$ cat config.mk
export PLATFORM = sky130hd
export DESIGN_NAME = eq_serial_ctrl_flat
export DESIGN_NICKNAME = d
export VERILOG_FILES = /design/src/rtl/eq_serial_ctrl_pkg.sv /design/src/rtl/eq_serial_ctrl_if.sv /design/src/rtl/eq_serial_ctrl_eq4_unit.sv /design/src/rtl/eq_serial_ctrl.sv /design/src/flat_wrapper.sv
export SDC_FILE = /design/constraint.sdc
export NUM_CORES = 1
export LEC_CHECK = 0
export ABC_CLOCK_PERIOD_IN_PS = 3800
export BUFFER_PORTS_ARGS = -buffer_cell sky130_fd_sc_hd__clkbuf_2
export CAP_MARGIN = 20
export CELL_PAD_IN_SITES_DETAIL_PLACEMENT = 1
export CELL_PAD_IN_SITES_GLOBAL_PLACEMENT = 2
export CORE_ASPECT_RATIO = 2
export CORE_UTILIZATION = 34
export CTS_BUF_LIST = sky130_fd_sc_hd__clkbuf_4 sky130_fd_sc_hd__clkbuf_8
export DETAILED_ROUTE_END_ITERATION = 16
export GPL_ROUTABILITY_DRIVEN = 1
export GPL_TIMING_DRIVEN = 0
export PLACE_DENSITY = 0.89
export SLEW_MARGIN = 20
export SYNTH_ARGS = -nofsm -noshare
export SYNTH_HDL_FRONTEND = slang
export SYNTH_SLANG_ARGS = --single-unit
export TNS_END_PERCENT = 5
$ cat constraint.sdc
create_clock -name clk -period 3.8 [get_ports clk]
set_input_delay 0.19 -clock clk [delete_from_list [all_inputs] [get_ports clk]]
set_output_delay 0.19 -clock clk [all_outputs]
set_load 0.03 [all_outputs]
$ cat src/rtl/eq_serial_ctrl_pkg.sv
// Shared definitions for the serial nibble-wise equality controller:
// FSM encoding, default geometry and the nibble-index width helper.
package eq_serial_ctrl_pkg;

    typedef enum logic [1:0] {
        IDLE = 2'd0,
        CMP  = 2'd1,
        DONE = 2'd2
    } state_e;

    localparam int unsigned DEF_WIDTH = 16;
    localparam int unsigned NIB       = DEF_WIDTH / 4;

    // Width of a nibble index for a given operand width, never below 1 bit.
    function automatic int unsigned idx_width(input int unsigned width);
        int unsigned n;
        n = width / 4;
        return (n > 1) ? int'($clog2(n)) : 1;
    endfunction

endpackage

$ cat src/rtl/eq_serial_ctrl_if.sv
// Two-requester compare bus: per-requester req/operands/ack plus shared result.
interface eq_serial_ctrl_if
    import eq_serial_ctrl_pkg::*;
#(
    parameter int unsigned WIDTH = DEF_WIDTH
);
    localparam int unsigned IDXW = idx_width(WIDTH);

    logic             req0;
    logic             req1;
    logic [WIDTH-1:0] a0;
    logic [WIDTH-1:0] b0;
    logic [WIDTH-1:0] a1;
    logic [WIDTH-1:0] b1;
    logic             ack0;
    logic             ack1;
    logic             busy;
    logic             done;
    logic             done_id;
    logic             aeqb;
    logic [IDXW-1:0]  mism_idx;

    modport master (
        output req0, req1, a0, b0, a1, b1,
        input  ack0, ack1, busy, done, done_id, aeqb, mism_idx
    );

    modport slave (
        input  req0, req1, a0, b0, a1, b1,
        output ack0, ack1, busy, done, done_id, aeqb, mism_idx
    );

endinterface

$ cat src/rtl/eq_serial_ctrl_eq4_unit.sv
// Single 4-bit equality comparator shared across all nibble positions.
module eq4_unit (
    input  logic [3:0] a,
    input  logic [3:0] b,
    output logic       eq
);
    assign eq = (a == b);
endmodule

$ cat src/rtl/eq_serial_ctrl.sv
// Round-robin arbitrated, nibble-serial equality checker with early exit
// on the first mismatching nibble.
module eq_serial_ctrl
    import eq_serial_ctrl_pkg::*;
#(
    parameter int unsigned WIDTH = DEF_WIDTH
) (
    input logic            clk,
    input logic            rst_n,
    eq_serial_ctrl_if.slave bus
);
    localparam int unsigned IDXW     = idx_width(WIDTH);
    localparam int unsigned LAST_IDX = WIDTH / 4 - 1;

    state_e           state_q, state_d;
    logic [IDXW-1:0]  idx_q, idx_d;
    logic [WIDTH-1:0] opa_q, opa_d;
    logic [WIDTH-1:0] opb_q, opb_d;
    logic             grant_q, grant_d;
    logic             last_q, last_d;
    logic             ack0_q, ack0_d;
    logic             ack1_q, ack1_d;
    logic             busy_q, busy_d;
    logic             done_q, done_d;
    logic             done_id_q, done_id_d;
    logic             aeqb_q, aeqb_d;
    logic [IDXW-1:0]  mism_q, mism_d;

    logic             gnt_c;
    logic [3:0]       nib_a_c;
    logic [3:0]       nib_b_c;
    logic             nib_eq_c;

    // Nibble mux feeding the one shared comparator.
    assign nib_a_c = 4'(opa_q >> {idx_q, 2'b00});
    assign nib_b_c = 4'(opb_q >> {idx_q, 2'b00});

    eq4_unit u_eq4 (
        .a  (nib_a_c),
        .b  (nib_b_c),
        .eq (nib_eq_c)
    );

    always_ff @(posedge clk or negedge rst_n) begin
        if (!rst_n) begin
            state_q   <= IDLE;
            idx_q     <= '0;
            opa_q     <= '0;
            opb_q     <= '0;
            grant_q   <= 1'b0;
            last_q    <= 1'b1;
            ack0_q    <= 1'b0;
            ack1_q    <= 1'b0;
            busy_q    <= 1'b0;
            done_q    <= 1'b0;
            done_id_q <= 1'b0;
            aeqb_q    <= 1'b0;
            mism_q    <= '0;
        end else begin
            state_q   <= state_d;
            idx_q     <= idx_d;
            opa_q     <= opa_d;
            opb_q     <= opb_d;
            grant_q   <= grant_d;
            last_q    <= last_d;
            ack0_q    <= ack0_d;
            ack1_q    <= ack1_d;
            busy_q    <= busy_d;
            done_q    <= done_d;
            done_id_q <= done_id_d;
            aeqb_q    <= aeqb_d;
            mism_q    <= mism_d;
        end
    end

    always_comb begin
        state_d   = state_q;
        idx_d     = idx_q;
        opa_d     = opa_q;
        opb_d     = opb_q;
        grant_d   = grant_q;
        last_d    = last_q;
        ack0_d    = 1'b0;
        ack1_d    = 1'b0;
        done_d    = 1'b0;
        done_id_d = done_id_q;
        aeqb_d    = aeqb_q;
        mism_d    = mism_q;
        // On a tie the requester not served last wins.
        gnt_c     = (bus.req0 && bus.req1) ? ~last_q : bus.req1;

        case (state_q)
            IDLE: begin
                if (bus.req0 || bus.req1) begin
                    grant_d = gnt_c;
                    last_d  = gnt_c;
                    opa_d   = gnt_c ? bus.a1 : bus.a0;
                    opb_d   = gnt_c ? bus.b1 : bus.b0;
                    idx_d   = '0;
                    ack0_d  = ~gnt_c;
                    ack1_d  = gnt_c;
                    state_d = CMP;
                end
            end
            CMP: begin
                if (!nib_eq_c) begin
                    aeqb_d    = 1'b0;
                    mism_d    = idx_q;
                    done_d    = 1'b1;
                    done_id_d = grant_q;
                    state_d   = DONE;
                end else if (idx_q == IDXW'(LAST_IDX)) begin
                    aeqb_d    = 1'b1;
                    mism_d    = '0;
                    done_d    = 1'b1;
                    done_id_d = grant_q;
                    state_d   = DONE;
                end else begin
                    idx_d = idx_q + IDXW'(1);
                end
            end
            DONE: begin
                state_d = IDLE;
            end
            default: begin
                state_d = IDLE;
            end
        endcase

        busy_d = (state_d != IDLE);
    end

    assign bus.ack0     = ack0_q;
    assign bus.ack1     = ack1_q;
    assign bus.busy     = busy_q;
    assign bus.done     = done_q;
    assign bus.done_id  = done_id_q;
    assign bus.aeqb     = aeqb_q;
    assign bus.mism_idx = mism_q;

endmodule

$ cat src/flat_wrapper.sv
// flat-port wrapper written by rule: the top's interface ports become plain ports
module eq_serial_ctrl_flat import eq_serial_ctrl_pkg::*;
#(
    parameter int unsigned WIDTH = DEF_WIDTH
)
  (clk, rst_n, bus_req0, bus_req1, bus_a0, bus_b0, bus_a1, bus_b1, bus_ack0, bus_ack1, bus_busy, bus_done, bus_done_id, bus_aeqb, bus_mism_idx);
  eq_serial_ctrl_if #(.WIDTH(WIDTH)) bus_i ();
  input logic clk;
  input logic rst_n;
  input wire logic [$bits(bus_i.req0)-1:0] bus_req0;
  input wire logic [$bits(bus_i.req1)-1:0] bus_req1;
  input wire logic [$bits(bus_i.a0)-1:0] bus_a0;
  input wire logic [$bits(bus_i.b0)-1:0] bus_b0;
  input wire logic [$bits(bus_i.a1)-1:0] bus_a1;
  input wire logic [$bits(bus_i.b1)-1:0] bus_b1;
  output wire logic [$bits(bus_i.ack0)-1:0] bus_ack0;
  output wire logic [$bits(bus_i.ack1)-1:0] bus_ack1;
  output wire logic [$bits(bus_i.busy)-1:0] bus_busy;
  output wire logic [$bits(bus_i.done)-1:0] bus_done;
  output wire logic [$bits(bus_i.done_id)-1:0] bus_done_id;
  output wire logic [$bits(bus_i.aeqb)-1:0] bus_aeqb;
  output wire logic [$bits(bus_i.mism_idx)-1:0] bus_mism_idx;
  assign bus_i.req0 = bus_req0;
  assign bus_i.req1 = bus_req1;
  assign bus_i.a0 = bus_a0;
  assign bus_i.b0 = bus_b0;
  assign bus_i.a1 = bus_a1;
  assign bus_i.b1 = bus_b1;
  assign bus_ack0 = bus_i.ack0;
  assign bus_ack1 = bus_i.ack1;
  assign bus_busy = bus_i.busy;
  assign bus_done = bus_i.done;
  assign bus_done_id = bus_i.done_id;
  assign bus_aeqb = bus_i.aeqb;
  assign bus_mism_idx = bus_i.mism_idx;
  eq_serial_ctrl #(.WIDTH(WIDTH)) u_core (.clk(clk), .rst_n(rst_n), .bus(bus_i));
endmodule
# Yosys cells after proc, flatten, opt, wreduce, memory -nomap -nowiden

Cells that the tools add are included.

Bits in registers: 46
Input port bits: 68
Output and inout port bits: 8
Word-level logic and storage cells: 57

$add $sub $neg: 1
Equal/unequal tests: 7
Shifts and indexed selects: 2
Multiplexer cells: 24
Bitwise operators: 2
Reduce and logical (&&, ||, !) cells: 8

Operator list:

| operator                                                              | count |
|---|---|
| 16-bit 2-to-1 mux                                                     | 2 |
| 16-bit by 4-bit right shift with 4-bit output                         | 2 |
| 2-bit 2-to-1 mux                                                      | 8 |
| 1-bit 2-to-1 mux                                                      | 12 |
| 2-bit one-hot mux with 2 select lines                                 | 2 |
| 4-bit equality test                                                   | 1 |
| 2-bit by 1-bit != test with 1-bit output, second input constant       | 2 |
| 2-bit != test, second input constant                                  | 2 |
| 2-bit AND reduction                                                   | 2 |
| 4-bit AND reduction                                                   | 1 |
| 2-bit nonzero test                                                    | 2 |
| 2-bit by 1-bit adder with 2-bit output, second input constant         | 1 |
| 2-bit by 1-bit equality test with 1-bit output, second input constant | 1 |
| 2-bit equality test, second input constant                            | 1 |
| 2-bit logical NOT                                                     | 1 |
| 1-bit inverter                                                        | 2 |
| 1-bit logical AND                                                     | 1 |
| 1-bit logical OR                                                      | 1 |

# Longest topological paths before layout

Gate-level depths: netlist of run 1.

Word-level depth: 5
Gate-level depth with buffers: 7

# Hierarchy

Synthesis of run 1 repeated with hierarchy kept, for this count alone.

Cell total of the unflattened synthesis: 167
Area total of the unflattened synthesis: 2184.6 um^2

By module, submodules not included:

| module         | times used | cells each | area each (um^2) | seq. area each (um^2) |
|---|---|---|---|---|
| eq_serial_ctrl | 1          | 162        | 2137.0           | 1152.4 |
| eq4_unit       | 1          | 5          | 47.5             | 0.0 |

# Worst setup path after synthesis of run 1

Ideal clock, no wire load.

Path kind: reg-to-reg
Start point: register u_core.opa_q[7]
End point: register u_core.done_id_q, in the netlist u_core.bus.done_id
Arrival: 1.596 ns
Data required time: 3.675 ns
Setup slack: 2.079 ns
Stages on the path, launching flop included: 8
Path buffers: 1
Period minus slack after synthesis: 1.721 ns
Cell sequence: dfrtp_1 > xor2_1 > nor3_2 > a221oi_2 > or2_0 > buf_2 > o21a_4 > mux2_4

Longest elaborated chain between the ends: 4
Elaborated cells between the ends (all ways): 5
Those cells by class: 2 x eq/ne; 1 x shift; 1 x mux; 1 x reduce/logical

Ends and longest elaborated chain:

| element                                         | line                         | text |
|---|---|---|
| start: declaration                              | eq_serial_ctrl.sv:17         | `logic [WIDTH-1:0] opa_q, opa_d;` |
| start signal: assignment                        | eq_serial_ctrl.sv:62         | `opa_q <= opa_d;` |
| 16-bit by 4-bit right shift with 4-bit output * | eq_serial_ctrl.sv:35         | `assign nib_a_c = 4'(opa_q >> {idx_q, 2'b00});` |
| 4-bit equality test *                           | eq_serial_ctrl_eq4_unit.sv:7 | `assign eq = (a == b);` |
| 2-bit != test (no line)                         | n/a                          |  |
| 2-bit AND reduction (no line)                   | n/a                          |  |
| end signal: assignment                          | eq_serial_ctrl.sv:70         | `done_id_q <= done_id_d;` |
| end: declaration                                | eq_serial_ctrl.sv:25         | `logic done_id_q, done_id_d;` |

Mark *: on every way between the ends. The rest lies on a longest branch, timed or not.
A chain may end at the register's enable or synchronous reset.

# Worst setup path in the final report of run 1

Start point: register u_core.state_q[0]
End point: register u_core.opa_q[10]

Longest elaborated chain between the ends: 2

Ends and longest elaborated chain:

| element                       | line                 | text |
|---|---|---|
| start: declaration            | eq_serial_ctrl.sv:15 | `state_e state_q, state_d;` |
| start signal: assignment      | eq_serial_ctrl.sv:60 | `state_q <= state_d;` |
| 2-bit logical NOT             | eq_serial_ctrl.sv:92 | `case (state_q)` |
| 2-bit AND reduction (no line) | n/a                  |  |

Every way passes these cells.

==> run_results.csv, run 1 <==
group,metric,value,unit
route,firstDrtPassIters,4,
pwr,p_int,1.235,mW
worst_setup_path,crit_chain,"nor2_1, o21ai_1, nor2_1, buf_2, a222oi_1, inv_1",
worst_setup_path,cp_slowest_stage_delay,0.52,ns
pwr,power,2.042,mW
final_layout,antenna_cells,0,
final_layout,drive_gt1_frac,0.3478,
route,ant_nets,0,
timing,setup_tns,0,ns
floorplan,num_rows,40,
worst_setup_path,path_delay_family,"simple AND/OR/NAND/NOR gates",
route,vias_per_cell,4.897,
cts,worst_skew_pair.late_latency,0.30,ns
floorplan,ios,76,
pwr,switching_share,0.3953,
synthesis,muxShareOfSynthArea,0.08660,
floorplan,die_y,114.2,um
cts,tritoncts,"yes",
worst_setup_path,path_max_fanout,10,
pwr,p_clk_frac,0.155,
run,cap_violations,0,
pwr,power.switching,0.8072,mW
pwr,powerDensity,748.9,nW/um2
global_route,grt_max_degree,47,
synthesis,yosysSeqAreaShare,0.5389,
timing,setup-violations-final,0,
floorplan,core_region_area,6056,um2
synthesis,synth-xor-area-share,0.06554,
timing,max_slew_margin,0.4840,
timing,worstMarginPinSlew,0.7689,ns
cts,clock_path_buffers,2,
cts,clock-root-buffer,"clkbuf_8",
synthesis,synth_top_family_by_area,"compound AO/OA/AOI/OAI gates",
worst_setup_path,cp-end-kind,"flip-flop",
cts,htreeDepth,2,
global_route,antenna_found_initial,0,
worst_setup_path,crit_top_cell,"nor2_1",
synthesis,syn_area_per_cell,11.14,um2
route,route.vias.total,1763,
placed_design,place_hpwl,4180,um
timing,hold_viol,0,
cts,cts_sinks,46,
worst_setup_path,crit_path_start_kind,"flip-flop",
route,routed_wl,5351,um
final_layout,fillers,733,
pwr,p_leak,1.427,nW
synthesis,netlist_instances,192,
synthesis,synth-seq-cells,46,
worst_setup_path,crit_buf_inv,2,
synthesis,synth_area,2138,um2
timing,fin_crit,1.999,ns
worst_setup_path,crit_type,"flip-flop to flip-flop",
worst_setup_path,crit_slowest_cell,"nor2_1",
cts,cts_buffers,5,
placed_design,gp_routability_congestion,0.7823,
worst_setup_path,required,4.05,ns
final_layout,syn2layout_area_growth,27.50,%
floorplan,die_x,58.08,um
floorplan,die_area,6629,um2
synthesis,synth_compound_area_frac,0.1726,
pwr,ir_worst_vdd,0.0002506,V
cts,ctsResizeCount,0,
final_layout,final_common_cell,"clkbuf_2",
worst_setup_path,cp.arrival,2.25,ns
timing,timing.final.crit_share,0.5261,
synthesis,syn-num-nets,261,
synthesis,yosys.area_share.simple,0.07607,
global_route,first_global_vias,1907,
synthesis,yosysWarnings,0,
cts,clk_pin_slew,0.09,ns
floorplan,start_util,0.3531,
min_path,hp-class,"input pin to flip-flop",
timing,rsz0062_at_grt,"no",
timing,clock_skew,0.008854,ns
route,drc_errors,0,
synthesis,synth.distinct_cells,34,
route,drt_iter0_markers,97,
global_route,grt-ovfl-total,0,
placed_design,port_buffers,75,
global_route,grt_pass1_wl,8873,um
route,avgRoutedWirePerCell,14.86,um
pwr,pwr-share-seq,0.425,
global_route,grt_use_total,0.1803,
status,outcome,"finished clean",
final_layout,layout_common_cells,"clkbuf_2 (74), dfrtp_1 (45), nand2_1 (21), inv_1 (18)",
final_layout,fin_nets,344,
timing,final_max_slew_viol_count,0,
pwr,pwr-share-comb,0.421,
timing,fmax,0.5002,GHz
synthesis,synthAdderAreaFrac,0.005851,
## area by class of cell
| class | count | area [um2] | share of cell area |
|---|---|---|---|
| buffer | 11 | 48.80 | 0.01790 |
| clock buffer | 7 | 90.09 | 0.03304 |
| clock inverter | 1 | 5.005 | 0.001836 |
| inverter | 18 | 67.56 | 0.02478 |
| multi-input combinational | 117 | 869.6 | 0.3190 |
| sequential | 46 | 1152 | 0.4227 |
| tap | 84 | 105.1 | 0.03855 |
| timing repair buffer | 76 | 387.9 | 0.1423 |
## layer usage
layer  wire length, um  track usage  vias to the layer above
met5                 0            0                        -
met1              1958       0.1905                      855
li1                  -            -                      844
met4               128      0.08254                        0
met3               203      0.02938                        8
met2              3059       0.3356                       56
## synthesized netlist by cell type
library cell | count | area (um2)
dfrtp_1 | 45 | 1126
nand2b_1 | 1 | 6.260
o31a_1 | 1 | 8.760
or4_1 | 1 | 7.510
nor3_2 | 2 | 20.02
a21boi_0 | 1 | 7.510
dfstp_2 | 1 | 26.28
a222oi_1 | 16 | 160.2
mux2i_1 | 17 | 170.2
o21ai_0 | 17 | 85.08
buf_2 | 6 | 30.03
nor2_1 | 4 | 15.01
a21oi_1 | 1 | 5.000
a21o_1 | 2 | 15.01
o21a_4 | 1 | 15.01
o2bb2ai_1 | 1 | 8.760
nand3_1 | 1 | 5.000
nor2b_1 | 1 | 6.260
or2_0 | 1 | 6.260
a221oi_2 | 1 | 15.01
and2_1 | 2 | 12.51
ha_1 | 1 | 12.51
nand2_1 | 21 | 78.83
nor3_1 | 1 | 5.000
mux2_4 | 1 | 15.01
xor2_1 | 11 | 96.34
o31ai_1 | 1 | 7.510
xnor2_1 | 5 | 43.79
inv_1 | 18 | 67.56
o41a_2 | 1 | 12.51
o21ai_1 | 1 | 5.000
a22o_1 | 1 | 8.760
o21a_1 | 2 | 15.01
clkbuf_1 | 5 | 18.77
## registers in the layout (all words and copies together) (netlist names), 2 cells and up
| signal | flops |
|---|---|
| u_core.opb_q | 16 |
| u_core.opa_q | 16 |
| u_core.state_q | 2 |
| u_core.idx_q | 2 |
| u_core.bus.mism_idx | 2 |
## cells by family after synthesis
kind of cell,count (synthesis)
mux,18
buf+inv,29
xor+xnor,16
compound gates,47
flops,46
simple gates,35
fa+ha+maj,1
## power by group through the flow
stage                     clock, mW  sequential, mW  combinational (mW)
after global placement            0           0.866               0.844
after floorplan                   0           0.899               0.583
after CTS                     0.326           0.870               0.881
after detailed placement          0           0.880               0.877
final                         0.316           0.867               0.859
after global routing          0.340           0.901               0.978
## worst paths after layout
check / from / endpoint / slack, ns / cells after the start
setup / recovery: u_core.state_q[0] / u_core.opa_q[10] / 1.80 / 6
min in group asynchronous: rst_n / u_core.opa_q[1] / 0.47 / 2
hold / removal: bus_a0[11] / u_core.opa_q[11] / 0.12 / 3
setup reg to reg: u_core.state_q[0] / u_core.opa_q[10] / 1.80 / 6
hold reg to reg: u_core.grant_q / u_core.grant_q / 0.49 / 1
max in group asynchronous: rst_n / u_core.opb_q[2] / 2.91 / 2
## metrics by stage
| step | utilization | hold WS (ns) | setup WS, ns | instances | cell area [um2] |
|---|---|---|---|---|---|
| 6_report | 0.4502 | 0.1161 | 1.801 | 360 | 2726 |
| 5_1_grt | 0.4502 | 0.1181 | 1.577 | 360 | 2726 |
| 4_1_cts | 0.4502 | 0.1038 | 1.775 | 360 | 2726 |
| 3_5_place_dp | 0.4329 | 0.2729 | 1.755 | 351 | 2621 |
| 3_3_place_gp | 0.4324 | 0.4256 | 1.807 | 351 | 2619 |
| 2_1_floorplan | - | -0.1056 | 2.079 | 192 | 2138 |
## worst register-to-register path, cell delays in order (launching register included)
cell      delay (ns)
dfrtp_1         0.39
nor2_1          0.19
o21ai_1         0.31
nor2_1          0.52
buf_2           0.33
a222oi_1        0.12
inv_1           0.08
## repair_timing
item	4_1_cts	5_1_grt
buffers inserted	0	0
hold buffers	1	0
endpoints found under the hold margin	45	0
Power figures use the tool's default switching activity.
==> run 2: changes to the inputs <==
--- a/config.mk
+++ b/config.mk
@@ -5,18 +5,19 @@
 export SDC_FILE = /design/constraint.sdc
 export NUM_CORES = 1
 export LEC_CHECK = 0
-export ABC_CLOCK_PERIOD_IN_PS = 3800
+export ABC_AREA = 1
+export ABC_CLOCK_PERIOD_IN_PS = 2100
 export BUFFER_PORTS_ARGS = -buffer_cell sky130_fd_sc_hd__clkbuf_2
 export CAP_MARGIN = 20
 export CELL_PAD_IN_SITES_DETAIL_PLACEMENT = 1
 export CELL_PAD_IN_SITES_GLOBAL_PLACEMENT = 2
 export CORE_ASPECT_RATIO = 2
-export CORE_UTILIZATION = 34
+export CORE_UTILIZATION = 28
 export CTS_BUF_LIST = sky130_fd_sc_hd__clkbuf_4 sky130_fd_sc_hd__clkbuf_8
 export DETAILED_ROUTE_END_ITERATION = 16
 export GPL_ROUTABILITY_DRIVEN = 1
 export GPL_TIMING_DRIVEN = 0
-export PLACE_DENSITY = 0.89
+export PLACE_DENSITY = 0.82
 export SLEW_MARGIN = 20
 export SYNTH_ARGS = -nofsm -noshare
 export SYNTH_HDL_FRONTEND = slang
==> constraint.sdc (replaced) <==
create_clock -name clk -period 2.1 [get_ports clk]
set_input_delay 0.105 -clock clk [delete_from_list [all_inputs] [get_ports clk]]
set_output_delay 0.105 -clock clk [all_outputs]
set_load 0.03 [all_outputs]
==> run 2 against run 1 <==
  * Sequential power up 83%
  * Design area increased by 3.8%
  * Combinational power grew 92%
  * Critical path type unchanged
  * Highest routed layer unchanged
==> run_results.csv, run 2 <==
group,metric,value,unit
timing,setup-violations-final,0,
route,ant_nets,0,
worst_setup_path,cp.arrival,1.81,ns
cts,clk_pin_slew,0.08,ns
placed_design,gp_routability_congestion,0.7253,
timing,hold_viol,0,
route,vias_per_cell,4.525,
timing,rsz0062_at_grt,"no",
cts,worst_skew_pair.late_latency,0.31,ns
timing,finalHoldWorstSlack,0.01002,ns
cts,clock_path_buffers,2,
synthesis,netlist_instances,285,
synthesis,yosysMostFrequentCell,"nand2_1",
pwr,power,3.828,mW
placed_design,place_hpwl,4771,um
pwr,pwr-share-comb,0.430,
synthesis,synth_top_family_by_area,"simple AND/OR/NAND/NOR gates",
min_path,hold_path.startpoint,"bus_a0[11]",
worst_setup_path,reg2regPathDepth,6,
worst_setup_path,crit_path_start_kind,"flip-flop",
pwr,switching_share,0.4200,
cts,ctsResizeCount,0,
final_layout,antenna_cells,0,
synthesis,syn_area_per_cell,7.810,um2
pwr,p_clk_frac,0.155,
synthesis,synth-xor-area-share,0.01967,
final_layout,syn2layout_area_growth,27.09,%
final_layout,final_common_cell,"nand2_1",
pwr,p_int,2.220,mW
timing,worstMarginPinSlew,0.6433,ns
worst_setup_path,cp_slowest_stage_delay,0.56,ns
cts,cts_setup_buffers,0,
floorplan,die_y,128.1,um
pwr,p_leak,1.496,nW
worst_setup_path,path_delay_family,"flip-flops",
worst_setup_path,cp-startpoint,"u_core.last_q",
synthesis,yosysSeqAreaShare,0.5177,
timing,fmax,0.6189,GHz
floorplan,die_area,8332,um2
cts,cts_sinks,46,
global_route,grt-ovfl-total,0,
worst_setup_path,cp.depth,6,
route,route.vias.total,2095,
cts,cts_hold_buffers,1,
global_route,antenna_found_initial,0,
worst_setup_path,cp-end-kind,"flip-flop",
worst_setup_path,required,2.29,ns
worst_setup_path,crit_path_end,"u_core.opb_q[6]",
synthesis,synth_compound_area_frac,0.1034,
floorplan,ios,76,
worst_setup_path,path_max_fanout,10,
worst_setup_path,timing.rr.end,"u_core.opb_q[6]",
final_layout,utilization,0.3694,
floorplan,start_util,0.2907,
synthesis,yosys.area_share.simple,0.2940,
worst_setup_path,crit_slowest_cell,"dfstp_2",
timing,clock_skew,0.01345,ns
synthesis,synth.distinct_cells,24,
min_path,hp-class,"input pin to flip-flop",
placed_design,dpl-instance-area,2721,um2
synthesis,synth-seq-cells,46,
floorplan,die_x,65.05,um
pwr,ir_worst_vdd,0.0004299,V
cts,cts_buffers,5,
synthesis,muxShareOfSynthArea,0,
cts,tritoncts,"yes",
timing,timing.final.crit_share,0.7695,
status,outcome,"finished clean",
synthesis,synth_area,2226,um2
timing,fin_crit,1.616,ns
floorplan,num_rows,45,
synthesis,yosysTopAreaCell,"dfrtp_1",
synthesis,synthTopCellsByArea,"dfrtp_1 (51%), nand2_1 (15%), nor2_1 (6.6%)",
global_route,grt_use_total,0.1619,
worst_setup_path,crit_buf_inv,2,
cts,htreeDepth,2,
synthesis,synthAdderAreaFrac,0.005621,
worst_setup_path,crit_chain,"nand2_1, nand2_2, inv_1, clkbuf_1, o21ai_0, o22ai_1",
pwr,powerDensity,1353,nW/um2
worst_setup_path,r2r-start,"u_core.last_q",
worst_setup_path,reg2reg_slack,0.48,ns
synthesis,synth_top_area_frac,0.5059,
global_route,grt_max_degree,47,
global_route,grt_pass1_wl,10070,um
synthesis,synth_edf_count,0,
synthesis,yosysWarnings,0,
worst_setup_path,crit_type,"flip-flop to flip-flop",
timing,setup_tns,0,ns
floorplan,core_region_area,7657,um2
synthesis,syn-num-nets,354,
route,routed_wl,6027,um
global_route,first_global_vias,2190,
synthesis,synth_common_cells,"nand2_1 (90), dfrtp_1 (45), nor2_1 (39), nand3_1 (27), o21ai_0 (24)",
final_layout,drive_gt1_frac,0.2629,
synthesis,synth_ff_type,"dfrtp_1",
route,avgRoutedWirePerCell,13.02,um
final_layout,fin_area,2829,um2
synthesis,ys_async_sr_fraction,1.000,
final_layout,fin_nets,437,
route,firstDrtPassIters,4,
final_layout,layout_common_cells,"nand2_1 (90), clkbuf_2 (75), dfrtp_1 (45), nor2_1 (39), nand3_1 (27)",
placed_design,port_buffers,75,
pwr,pwr-share-seq,0.415,
final_layout,largest_registers,"u_core.opa_q: 16 flops, u_core.opb_q: 16 flops",
pwr,power.switching,1.608,mW
route,drt_iter0_markers,57,
timing,max_slew_margin,0.5711,
timing,final_max_slew_viol_count,0,
route,drc_errors,0,
run,cap_violations,0,
cts,clock-root-buffer,"clkbuf_8",
## run 2: layer usage
layer | vias to the layer above | routed length (um) | global-route usage
met1 | 967 | 2236 | 0.1662
met2 | 52 | 3455 | 0.3094
met3 | 5 | 232 | 0.03025
met4 | 0 | 102 | 0.06522
met5 | - | 0 | 0
li1 | 1071 | - | -
## run 2: area by class of cell
cell class                 instances  area, um2
buffer                             8      46.29
clock buffer                       8      97.59
fill                             995       4828
inverter                          23      86.33
multi-input combinational        208      940.9
sequential                        46       1152
tap                               94      117.6
timing repair buffer              76      387.9
## run 2: worst register-to-register path, delay by kind of cell (launching register included)
kind            cells  cell delay (ns)
flops               1             0.56
buf+inv             2             0.41
compound gates      2             0.30
simple gates        2             0.24
## run 2: worst min path at each step
stage                  endpoint  depth (start not counted)
2_1_floorplan   u_core.bus.ack0                          0
3_3_place_gp   u_core.opb_q[13]                          3
3_5_place_dp    u_core.opa_q[3]                          1
4_1_cts        u_core.opb_q[13]                          3
5_1_grt        u_core.opa_q[11]                          3
6_report       u_core.opa_q[11]                          3
## run 2: power by group through the flow
| stage | registers (mW) | logic, mW | clock network, mW |
|---|---|---|---|
| after floorplan | 1.64 | 1.12 | 0 |
| after global placement | 1.60 | 1.65 | 0 |
| after detailed placement | 1.61 | 1.68 | 0 |
| final | 1.59 | 1.65 | 0.592 |
| after global routing | 1.66 | 1.91 | 0.647 |
| after CTS | 1.60 | 1.70 | 0.616 |
## run 2: cells by family after synthesis
| kind of cell | Yosys count |
|---|---|
| DFF | 46 |
| buffers and inverters | 31 |
| AOI/OAI and AO/OA | 42 |
| xor gates and xnor gates | 5 |
| adders and majority gates | 1 |
| and+or+nand+nor | 160 |
## run 2: stage by stage
| stage | cells | setup slack, ns |
|---|---|---|
| after global placement | 454 | 0.4687 |
| after detailed placement | 454 | 0.4272 |
| final | 463 | 0.4841 |
| after CTS | 463 | 0.4186 |
| after floorplan | 285 | 0.7923 |
| after global routing | 463 | 0.3123 |
==> run 3: changes to the inputs <==
--- a/config.mk
+++ b/config.mk
@@ -6,18 +6,18 @@
 export NUM_CORES = 1
 export LEC_CHECK = 0
 export ABC_AREA = 1
-export ABC_CLOCK_PERIOD_IN_PS = 2100
+export ABC_CLOCK_PERIOD_IN_PS = 1400
 export BUFFER_PORTS_ARGS = -buffer_cell sky130_fd_sc_hd__clkbuf_2
 export CAP_MARGIN = 20
 export CELL_PAD_IN_SITES_DETAIL_PLACEMENT = 1
 export CELL_PAD_IN_SITES_GLOBAL_PLACEMENT = 2
 export CORE_ASPECT_RATIO = 2
-export CORE_UTILIZATION = 28
+export CORE_UTILIZATION = 26
 export CTS_BUF_LIST = sky130_fd_sc_hd__clkbuf_4 sky130_fd_sc_hd__clkbuf_8
 export DETAILED_ROUTE_END_ITERATION = 16
 export GPL_ROUTABILITY_DRIVEN = 1
 export GPL_TIMING_DRIVEN = 0
-export PLACE_DENSITY = 0.82
+export PLACE_DENSITY = 0.8
 export SLEW_MARGIN = 20
 export SYNTH_ARGS = -nofsm -noshare
 export SYNTH_HDL_FRONTEND = slang
==> constraint.sdc (replaced) <==
create_clock -name clk -period 1.4 [get_ports clk]
set_input_delay 0.07 -clock clk [delete_from_list [all_inputs] [get_ports clk]]
set_output_delay 0.07 -clock clk [all_outputs]
set_load 0.03 [all_outputs]
==> run 3 against run 2 <==
  * The run now ends with hold timing, setup timing left
  * Critical endpoint is now u_core.idx_q[0]
  * Clock skew decreased by 0.0093 ns
  * Total power increased by 71%
  * Register-to-register slack got worse by 0.49 ns
  * First-iteration DRC count increased by 32%
  * Sequential share of layout area decreased by 6.3 points
  * Utilization increased by 3.5 points
  * Sequential power increased by 51%
  * Clock power increased by 38%
  * Die area increased by 7.5%
  * Maximum frequency increased by 15%
  * Sequential cell count unchanged
  * Final cell count increased by 7.8%
==> run_results.csv, run 3 (synthesized netlist as in run 2, its figures left out) <==
group,metric,value,unit
pwr,ir_worst_vdd,0.0006894,V
worst_setup_path,crit_top_cell,"nand2_1",
placed_design,gp_routability_congestion,0.7007,
route,avgRoutedWirePerCell,14.26,um
route,drt_iter0_markers,75,
min_path,hp-class,"input pin to flip-flop",
cts,htreeDepth,2,
floorplan,core_region_area,8292,um2
timing,clock_skew,0.004114,ns
timing,hold_viol,1,
placed_design,place_hpwl,5077,um
timing,fmax,0.7132,GHz
placed_design,port_buffers,75,
global_route,grt_max_degree,47,
worst_setup_path,path_max_fanout,4,
global_route,grt_pass1_wl,11210,um
placed_design,dpl-instance-area,2726,um2
worst_setup_path,cp.arrival,1.64,ns
pwr,p_leak,1.701,nW
route,ant_nets,0,
global_route,first_global_vias,2468,
route,routed_wl,7114,um
global_route,antenna_found_initial,0,
final_layout,fin_nets,471,
status,outcome,"finished, violations left",
timing,worstMarginPinSlew,0.6568,ns
cts,clk_pin_slew,0.08,ns
worst_setup_path,crit_path_start_kind,"flip-flop",
worst_setup_path,crit_slowest_cell,"dfrtp_2",
timing,final_max_slew_viol_count,0,
cts,cts_buffers,5,
floorplan,die_x,67.43,um
route,vias_per_cell,4.589,
final_layout,fin_area,3354,um2
route,route.vias.total,2290,
final_layout,largest_registers,"u_core.opa_q: 16 flops, u_core.opb_q: 16 flops",
timing,finalHoldWorstSlack,-0.003745,ns
timing,rsz0062_at_grt,"yes",
cts,tritoncts,"yes",
status,violations,"hold timing, setup timing",
timing,max_slew_margin,0.5621,
floorplan,start_util,0.2684,
final_layout,syn2layout_area_growth,50.70,%
worst_setup_path,crit_buf_inv,1,
cts,cts_sinks,46,
cts,clock_path_buffers,2,
global_route,grt_use_total,0.1700,
final_layout,final_common_cell,"nand2_1",
worst_setup_path,crit_type,"flip-flop to flip-flop",
route,drc_errors,0,
timing,setup_tns,-0.002187,ns
run,cap_violations,0,
timing,setup-violations-final,1,
cts,clock-root-buffer,"clkbuf_8",
final_layout,drive_gt1_frac,0.3217,
global_route,grt-ovfl-total,0,
final_layout,layout_common_cells,"nand2_1 (83), clkbuf_2 (74), dfrtp_1 (43), nor2_1 (38), dlygate4sd3_1 (25)",
worst_setup_path,cp-end-kind,"flip-flop",
final_layout,utilization,0.4046,
floorplan,num_rows,47,
worst_setup_path,crit_chain,"buf_4, ha_1, nor2_1, nand3_4, nand2_2, nand2_1, nand2_1",
cts,worst_skew_pair.late_latency,0.30,ns
worst_setup_path,cp_slowest_stage_delay,0.44,ns
timing,worst_slack,-0.002187,ns
floorplan,die_y,132.9,um
floorplan,ios,76,
route,firstDrtPassIters,4,
pwr,powerDensity,1955,nW/um2
worst_setup_path,path_delay_family,"simple AND/OR/NAND/NOR gates",
worst_setup_path,required,1.64,ns
final_layout,antenna_cells,0,
timing,timing.final.crit_share,1.002,
floorplan,die_area,8957,um2
final_layout,fillers,1029,
timing,fin_crit,1.402,ns
==> run 3: cell types whose count changed in the layout (fill, tap and decap cells not counted), sizes merged <==
cell         before  now
buf               5   16
dlygate4sd3       1   25
clkbuf           86   83
==> run 3: worst reg2reg max path, cell delays in order, from the launching register on <==
cell	delay, ns
dfrtp_2	0.44
buf_4	0.16
ha_1	0.20
nor2_1	0.21
nand3_4	0.12
nand2_2	0.09
nand2_1	0.06
nand2_1	0.05
==> run 3: report_power, final <==
part           leakage (nW)  internal (mW)  switching [mW]
clock network        0.0431          0.381           0.435
logic                  1.09           1.41            1.93
registers             0.568           1.97           0.432
==> run 3: layout make-up <==
cell class	instances	area, um2	share of cell area
Buffer	8	80.08	0.02387
Clock buffer	6	82.58	0.02462
Inverter	23	103.9	0.03096
Multi-Input combinational cell	208	1065	0.3174
Sequential cell	46	1155	0.3443
Tap cell	98	122.6	0.03655
Timing Repair Buffer	110	745.7	0.2223
==> run 3: routing by layer <==
layer / track usage / share of wire
met5: 0 / 0
met4: 0.07447 / 0.025
met3: 0.02414 / 0.028
met2: 0.3278 / 0.60
met1: 0.1662 / 0.34
==> run 3: worst paths after layout <==
check	slack, ns	startpoint	cells past startpoint	end
worst max-delay path	-0.002	u_core.idx_q[0]	7	u_core.idx_q[0]
worst min-delay path	-0.004	bus_a1[9]	3	u_core.opa_q[9]
worst max register to register	-0.002	u_core.idx_q[0]	7	u_core.idx_q[0]
worst min register to register	0.49	u_core.grant_q	2	u_core.grant_q
max in group asynchronous	0.58	rst_n	2	u_core.idx_q[0]
min in group asynchronous	0.36	rst_n	2	u_core.opa_q[5]
==> run 3: what timing repair did <==
item                                    CTS  global route
hold buffers                             23             2
gates cloned                              0             1
setup buffers                             5             4
pin swaps                                 3            14
hold endpoints to repair                 60             2
gates resized for setup                  27            37
endpoints found under the setup margin   41            30
==> run 3: metrics by stage <==
| stage | total power [mW] | std cells | worst slack (ns) |
|---|---|---|---|
| final | 6.558 | 499 | -0.002187 |
| after global routing | 7.170 | 499 | -0.07838 |
| after CTS | 6.164 | 492 | -0.005935 |
| after detailed placement | 5.015 | 458 | -0.3089 |
| after global placement | 4.890 | 458 | -0.2682 |
| after floorplan | 4.145 | 285 | 0.09229 |
